<file path="src/rtl/fp_adder_arbiter_if.sv">
// Requester-side bundle of the shared FP adder: requests and operands in, grants and results out.
// Purely structural; it adds no latency of its own.
// Requesters hold req until they see gnt; there is no backpressure on the result side.
interface fp_adder_arbiter_if #(
  parameter int NREQ  = 4,
  parameter int WIDTH = 32
);
  logic [NREQ-1:0]       req;
  logic [NREQ-1:0]       add_sub_in;
  logic [NREQ*WIDTH-1:0] x_in;
  logic [NREQ*WIDTH-1:0] y_in;
  logic [NREQ-1:0]       gnt;
  logic [NREQ-1:0]       done;
  logic [WIDTH-1:0]      xy_out;
  logic                  busy;

  // Requester (controller) side
  modport master (
    output req, add_sub_in, x_in, y_in,
    input  gnt, done, xy_out, busy
  );

  // Arbiter side
  modport slave (
    input  req, add_sub_in, x_in, y_in,
    output gnt, done, xy_out, busy
  );
endinterface

</file>
<file path="src/rtl/fp_adder_arbiter.sv">
// Round-robin share of one pipelined FP adder among NREQ requesters, with an owner-tag pipeline.
// The grant is combinational; the done pulse and xy_out follow the grant by exactly LATENCY+2 clocks.
// Losing requesters hold req until granted; one issue per clock, and results are never stalled.
module fp_adder_arbiter #(
  parameter int NREQ    = 4,
  parameter int WIDTH   = 32,
  parameter int LATENCY = 7
) (
  input  logic             clk,
  input  logic             rst,
  fp_adder_arbiter_if.slave rq,
  output logic             adder_sta,
  output logic             adder_add_sub,
  output logic [WIDTH-1:0] adder_x,
  output logic [WIDTH-1:0] adder_y,
  input  logic [WIDTH-1:0] adder_xy
);
  localparam int IDXW = (NREQ > 1) ? $clog2(NREQ) : 1;

  logic [IDXW-1:0]  ptr_q, ptr_d;
  logic             win_vld;
  logic [IDXW-1:0]  win_idx;
  logic [IDXW-1:0]  cand_idx;

  logic             sta_q, sta_d;
  logic             add_sub_q, add_sub_d;
  logic [WIDTH-1:0] x_q, x_d;
  logic [WIDTH-1:0] y_q, y_d;

  logic [LATENCY:0] tag_vld_q, tag_vld_d;
  logic [IDXW-1:0]  tag_idx_q [LATENCY+1];
  logic [IDXW-1:0]  tag_idx_d [LATENCY+1];

  logic [NREQ-1:0]  done_q, done_d;
  logic [WIDTH-1:0] xy_q, xy_d;

  // Round-robin search starting at ptr; gnt is forced low while reset is held
  always_comb begin
    win_vld  = 1'b0;
    win_idx  = '0;
    cand_idx = '0;
    for (int k = 0; k < NREQ; k++) begin
      cand_idx = IDXW'((int'(ptr_q) + k) % NREQ);
      if (!win_vld && rq.req[cand_idx]) begin
        win_vld = 1'b1;
        win_idx = cand_idx;
      end
    end
    rq.gnt = '0;
    if (win_vld && rst) begin
      rq.gnt = {{(NREQ-1){1'b0}}, 1'b1} << win_idx;
    end
  end

  // Next pointer, issue registers, tag shift and result return
  always_comb begin
    ptr_d     = ptr_q;
    sta_d     = win_vld;
    add_sub_d = add_sub_q;
    x_d       = x_q;
    y_d       = y_q;
    if (win_vld) begin
      ptr_d = (win_idx == IDXW'(NREQ - 1)) ? '0 : win_idx + 1'b1;
      for (int i = 0; i < NREQ; i++) begin
        if (win_idx == IDXW'(i)) begin
          add_sub_d = rq.add_sub_in[i];
          x_d       = rq.x_in[i*WIDTH +: WIDTH];
          y_d       = rq.y_in[i*WIDTH +: WIDTH];
        end
      end
    end

    // Stage 0 lines up with the issue strobe; stage LATENCY lines up with adder_xy
    tag_vld_d    = {tag_vld_q[LATENCY-1:0], win_vld};
    tag_idx_d[0] = win_idx;
    for (int s = 1; s <= LATENCY; s++) begin
      tag_idx_d[s] = tag_idx_q[s-1];
    end

    done_d = '0;
    xy_d   = xy_q;
    if (tag_vld_q[LATENCY]) begin
      done_d = {{(NREQ-1){1'b0}}, 1'b1} << tag_idx_q[LATENCY];
      xy_d   = adder_xy;
    end
  end

  // State registers; reset discards everything in flight
  always_ff @(posedge clk or negedge rst) begin
    if (!rst) begin
      ptr_q     <= '0;
      sta_q     <= 1'b0;
      add_sub_q <= 1'b0;
      x_q       <= '0;
      y_q       <= '0;
      tag_vld_q <= '0;
      for (int s = 0; s <= LATENCY; s++) begin
        tag_idx_q[s] <= '0;
      end
      done_q    <= '0;
      xy_q      <= '0;
    end else begin
      ptr_q     <= ptr_d;
      sta_q     <= sta_d;
      add_sub_q <= add_sub_d;
      x_q       <= x_d;
      y_q       <= y_d;
      tag_vld_q <= tag_vld_d;
      for (int s = 0; s <= LATENCY; s++) begin
        tag_idx_q[s] <= tag_idx_d[s];
      end
      done_q    <= done_d;
      xy_q      <= xy_d;
    end
  end

  assign adder_sta     = sta_q;
  assign adder_add_sub = add_sub_q;
  assign adder_x       = x_q;
  assign adder_y       = y_q;
  assign rq.done       = done_q;
  assign rq.xy_out     = xy_q;
  assign rq.busy       = (|tag_vld_q) | sta_q;
endmodule

</file>
<file path="src/flat_wrapper.sv">
// flat-port wrapper written by rule: the top's interface ports become plain ports
module fp_adder_arbiter_flat 
#(
  parameter int NREQ    = 4,
  parameter int WIDTH   = 32,
  parameter int LATENCY = 7
)
  (clk, rst, adder_sta, adder_add_sub, adder_x, adder_y, adder_xy, rq_req, rq_add_sub_in, rq_x_in, rq_y_in, rq_gnt, rq_done, rq_xy_out, rq_busy);
  fp_adder_arbiter_if #(.NREQ(NREQ), .WIDTH(WIDTH)) rq_i ();
  input  logic clk;
  input  logic rst;
  output logic adder_sta;
  output logic adder_add_sub;
  output logic [WIDTH-1:0] adder_x;
  output logic [WIDTH-1:0] adder_y;
  input  logic [WIDTH-1:0] adder_xy;
  input wire logic [$bits(rq_i.req)-1:0] rq_req;
  input wire logic [$bits(rq_i.add_sub_in)-1:0] rq_add_sub_in;
  input wire logic [$bits(rq_i.x_in)-1:0] rq_x_in;
  input wire logic [$bits(rq_i.y_in)-1:0] rq_y_in;
  output wire logic [$bits(rq_i.gnt)-1:0] rq_gnt;
  output wire logic [$bits(rq_i.done)-1:0] rq_done;
  output wire logic [$bits(rq_i.xy_out)-1:0] rq_xy_out;
  output wire logic [$bits(rq_i.busy)-1:0] rq_busy;
  assign rq_i.req = rq_req;
  assign rq_i.add_sub_in = rq_add_sub_in;
  assign rq_i.x_in = rq_x_in;
  assign rq_i.y_in = rq_y_in;
  assign rq_gnt = rq_i.gnt;
  assign rq_done = rq_i.done;
  assign rq_xy_out = rq_i.xy_out;
  assign rq_busy = rq_i.busy;
  fp_adder_arbiter #(.NREQ(NREQ), .WIDTH(WIDTH), .LATENCY(LATENCY)) u_core (.clk(clk), .rst(rst), .rq(rq_i), .adder_sta(adder_sta), .adder_add_sub(adder_add_sub), .adder_x(adder_x), .adder_y(adder_y), .adder_xy(adder_xy));
endmodule
</file>
<file path="config.mk">
export PLATFORM = sky130hd
export DESIGN_NAME = fp_adder_arbiter_flat
export DESIGN_NICKNAME = d
export VERILOG_FILES = /design/src/rtl/fp_adder_arbiter_if.sv /design/src/rtl/fp_adder_arbiter.sv /design/src/flat_wrapper.sv
export SDC_FILE = /design/constraint.sdc
export NUM_CORES = 1
export LEC_CHECK = 0
export ABC_AREA = 1
export CORE_AREA = 2 2 158 160
export DETAILED_ROUTE_END_ITERATION = 10
export DIE_AREA = 0 0 160 162
export PLACE_DENSITY_LB_ADDON = 0.12
export SETUP_SLACK_MARGIN = 0.15
export SYNTH_ARGS = -nofsm -noshare
export SYNTH_HDL_FRONTEND = slang
export SYNTH_SLANG_ARGS = --single-unit
</file>
<file path="constraint.sdc">
create_clock -name clk -period 2.82 [get_ports clk]
set_input_delay 0.282 -clock clk [delete_from_list [all_inputs] [get_ports clk]]
set_output_delay 0.282 -clock clk [all_outputs]
set_load 0.02 [all_outputs]
</file>
# Yosys cells after proc, flatten, opt, wreduce, memory -nomap -nowiden
# Index checks and enable logic that the tools add are counted.
# word_totals
ff_bits,128
word_cells,72
# op_classes
add_sub_neg,4
n_lt_le_gt_ge,4
n_eq_ne,3
n_shift,2
muxes,31
bitwise_logic,1
reduce_logical,11
# ops
cell,count
32-bit two-way mux,8
2-bit by 3-bit less-than comparator with 1-bit output (second input constant),4
1-bit two-way mux,12
2-bit two-way mux,5
1-bit binary-select mux with 2-bit select,4
4-bit two-way mux,2
8-bit OR reduction,1
1-bit by 2-bit << shifter with 4-bit output (first input constant),2
2-bit by 1-bit adder with 2-bit output (second input constant),2
2-bit adder (second input constant),2
2-bit == test (second input constant),2
1-bit logical AND,4
4-bit nonzero test,1
1-bit zero test,3
2-bit by 1-bit == test with 1-bit output (second input constant),1
2-bit zero test,1
2-bit AND reduction,1
1-bit bitwise OR,1

# Depth between registers and ports, before layout
# logic_depth
word_depth,17
depth_mapped,21
ltp_nobuf,17

# Least setup slack after synthesis
# OpenSTA, ideal clock, no wires.
# synth_path
path_kind,flip-flop to output port
startpoint,register u_core.ptr_q[0]
endpoint,output rq_gnt[3]
arrival_ns,2.421
t_required_ns,2.538
slack_ns,0.117
stages_incl_launch_ff,17
n_path_buf,4
path_cell_list,dfrtp_1 > buf_6 > inv_4 > nand2_1 > nand2_1 > nand2_2 > nand2_2 > nor2_4 > nand3b_4 > buf_6 > nand3_1 > inv_1 > ha_1 > clkbuf_1 > clkbuf_1 > inv_1 > nor2_1
# synth_rtl
item,line_no,text
from (decl),fp_adder_arbiter.sv:20,"logic [IDXW-1:0] ptr_q, ptr_d;"
from (signal assigned),fp_adder_arbiter.sv:103,ptr_q <= ptr_d;
to (decl),flat_wrapper.sv:21,output wire logic [$bits(rq_i.gnt)-1:0] rq_gnt;

==> results <==
## cell families (layout without fill, tap and decap cells)
| family | after synthesis | after routing |
|---|---|---|
| simple gates | 477 | 477 |
| fa+ha+maj | 4 | 4 |
| flops | 127 | 127 |
| other cells | 0 | 3 |
| buf+inv | 147 | 557 |
| compound gates | 196 | 196 |
## per-layer routing
metal  track usage, %  share of wire [%]
met1             24.0                 41
met3             6.51                8.1
met5                0              0.048
met2             33.6                 49
met4             5.57                1.6
## state kept, by name, indices dropped and copies added (netlist names)
register	flops
u_core.tag_idx_q	2
u_core.adder_y	32
u_core.rq.done	4
u_core.tag_idx_d	14
u_core.rq.xy_out	32
u_core.tag_vld_q	8
u_core.ptr_q	2
u_core.adder_x	32
u_core.adder_add_sub	1
## area by class of cell
class / instances / area (µm²)
Inverter: 83 / 329
Tap cell: 324 / 405
Multi-Input combinational cell: 677 / 3110
Antenna cell: 3 / 7.51
Clock inverter: 15 / 166
Clock buffer: 17 / 425
Sequential cell: 127 / 3180
Fill cell: 2431 / 11900
Timing Repair Buffer: 442 / 4550
## worst max-delay path by stage
stage                               start                 to  slack (ns)  depth (start not counted)
after CTS                 u_core.ptr_q[0]          rq_gnt[3]        0.17                         15
after global routing      u_core.ptr_q[0]  u_core.adder_x[1]        0.09                         15
final                     u_core.ptr_q[0]          rq_gnt[3]        0.24                         13
after floorplan           u_core.ptr_q[0]          rq_gnt[3]        0.18                         16
after global placement          rq_req[3]          rq_gnt[1]       -0.09                         13
after detailed placement        rq_req[3]          rq_gnt[1]       -0.15                         13
## where the power goes
group          internal, µW  switching [µW]  total [µW]
clock                  1260             949        2210
combinational          5660            7590       13300
sequential             2770             394        3160
## metrics by stage
| step | cell area, µm² | setup slack [ns] |
|---|---|---|
| floorplan | 6780 | 0.182 |
| global placement | 11300 | -0.0931 |
| detailed placement | 11300 | -0.150 |
| CTS | 11900 | 0.165 |
| global route | 12200 | 0.0903 |
| finish | 12200 | 0.237 |
## cells in the final DEF (no fill, tap or decap), types with 2 or more instances in the layout
| master | n |
|---|---|
| nor3_1 | 4 |
| ha_4 | 3 |
| dfrtp_1 | 125 |
| clkinvlp_4 | 3 |
| buf_12 | 11 |
| nand3_2 | 4 |
| o21ai_2 | 9 |
| clkdlybuf4s50_1 | 399 |
| clkbuf_16 | 22 |
| buf_6 | 3 |
| nand2_2 | 13 |
| nand2_1 | 376 |
| inv_6 | 6 |
| nand3_1 | 69 |
| o21ai_0 | 147 |
| buf_4 | 22 |
| inv_4 | 2 |
| nor2_4 | 2 |
| dfrtp_2 | 2 |
| diode_2 | 3 |
| inv_1 | 76 |
| o21ai_1 | 40 |
| inv_8 | 5 |
| nor4_1 | 2 |
| nor2_2 | 2 |
| inv_2 | 2 |
## critical path, delay by kind of cell (launching register included)
family,cells,cell delay (ns)
flip-flops,1,0.48
buffers and inverters,5,0.49
adder cells (fa/ha/maj),1,0.15
AND/OR/NAND/NOR,7,0.76
## timing repair
action,4_1_cts,5_1_grt
endpoints found under the setup margin,13,69
buffers inserted,0,5
gates cloned,0,5
hold buffers,1,0
resized for setup,20,42
hold endpoints to repair,29,0
pin swaps,1,8
==> run metrics <==
main combinational cell family by area after synthesis simple AND/OR/NAND/NOR gates; r2r startpoint u_core.ptr_q[0]; largest fanout on the critical path 8; CTS Buffer Depth 2; CTS tree yes; Slew HR 29.8%; Async SR Flop Fraction 100%; total congestion overflow 0; post-synth top area share 46.9%; Routed wire per std cell 16.2 µm; CP arrival 2.30 ns; CTS root buffer clkbuf_16; clock skew 0.0118 ns; max cap viols 0; DR vias/cell 4.45; outcome completed; # setup viols final 0; pwr/cell area 1530 mW/mm²; Peak supply drop 0.968 mV; area leader, netlist dfrtp_1; Hold WC Path Type in2async; TritonCTS buffer count 17; row count 57; clock transition at the registers of the reported paths 0.07 ns; drt pass-1 iters 5; mapped cell area 0.00678 mm²; Fin. Hold Viols 0; Syn Inst Count 951; Final Slew Violations 0; WP data required 2.54 ns; DRT iter0 DRCs 390; Distinct cells, synth 22; Syn Nets 1,253; cells along the critical path inv_4, nand2_2, nand3_2, nand2_2, nor2_4, nand4_1, nand2_4, inv_4, buf_4, ha_4, inv_1, nor2_2, buf_6; post-route core utilization 50.5%; I/O Pins 405; EDFF count, synth 0; largest net degree at the start of global routing 134; count leader, synth nand2_1; Die Ht 162 µm; routed via count 7,512; Synth Area in XOR/XNOR 0%; Simple-Gate Fraction of Synth Area 28.4%; slowest stage cell on the critical path dfrtp_2; setup_tns 0 ns; non-filler cells, final 1,688; dominant synthesized flop cell dfrtp_1; share of the clock period used by the worst path 91.6%; final hold slack 0.318 ns; Clk Latency, worst-skew pair 0.42 ns; gr usage total 19.8%; drt total wl 27,300 µm; Core ar. 0.0241 mm²; Avg Cell Area, Syn 7.13 µm²; Crit. End Element output port; FF-to-FF path depth 15; Synth top cells by count nand2_1, o21ai_0, dfrtp_1; Initial Utilization 28.1%; multiplexer share of the synthesized area 0%; post-route ant nets 0; I/O Buffers 404; Synth area leaders dfrtp_1, nand2_1, o21ai_0; vias in the first global route 7,289; yosys warns 0; placed cell count 1,642; H-Tree Depth 4; Chip Width 160 µm; die area 0.0259 mm²; Final Wtd Congestion 0.854; first-pass GRT wire length 39,800 µm; Worst-Margin Slew 1.05 ns; Static Leak 0.00554 µW; r2r setup slk 0.27 ns; share of cells above drive strength 1 8.67%; clk sinks 127; DRC viols 0; Post-DP HPWL 19,700 µm; min Tclk post-route 2.58 ns; Total Power 18,600 µW; slowest cell delay on critical path 0.48 ns; Setup Crit Path Kind reg2out; Yosys reg bits 127; crit path launch type register; initial antenna violation count 3; post-synthesis sequential area ratio 46.9%; FMAX 387 MHz; Adder-Cell Fraction of Synth Area 0.738%; area grow syn2layout 79.6%; Nets 1,650; RSZ-0062 raised after global routing yes; post-synthesis compound-gate area fraction 15.0%; worst r2r dst u_core.adder_y[11]
Power figures use the tool's default switching activity.
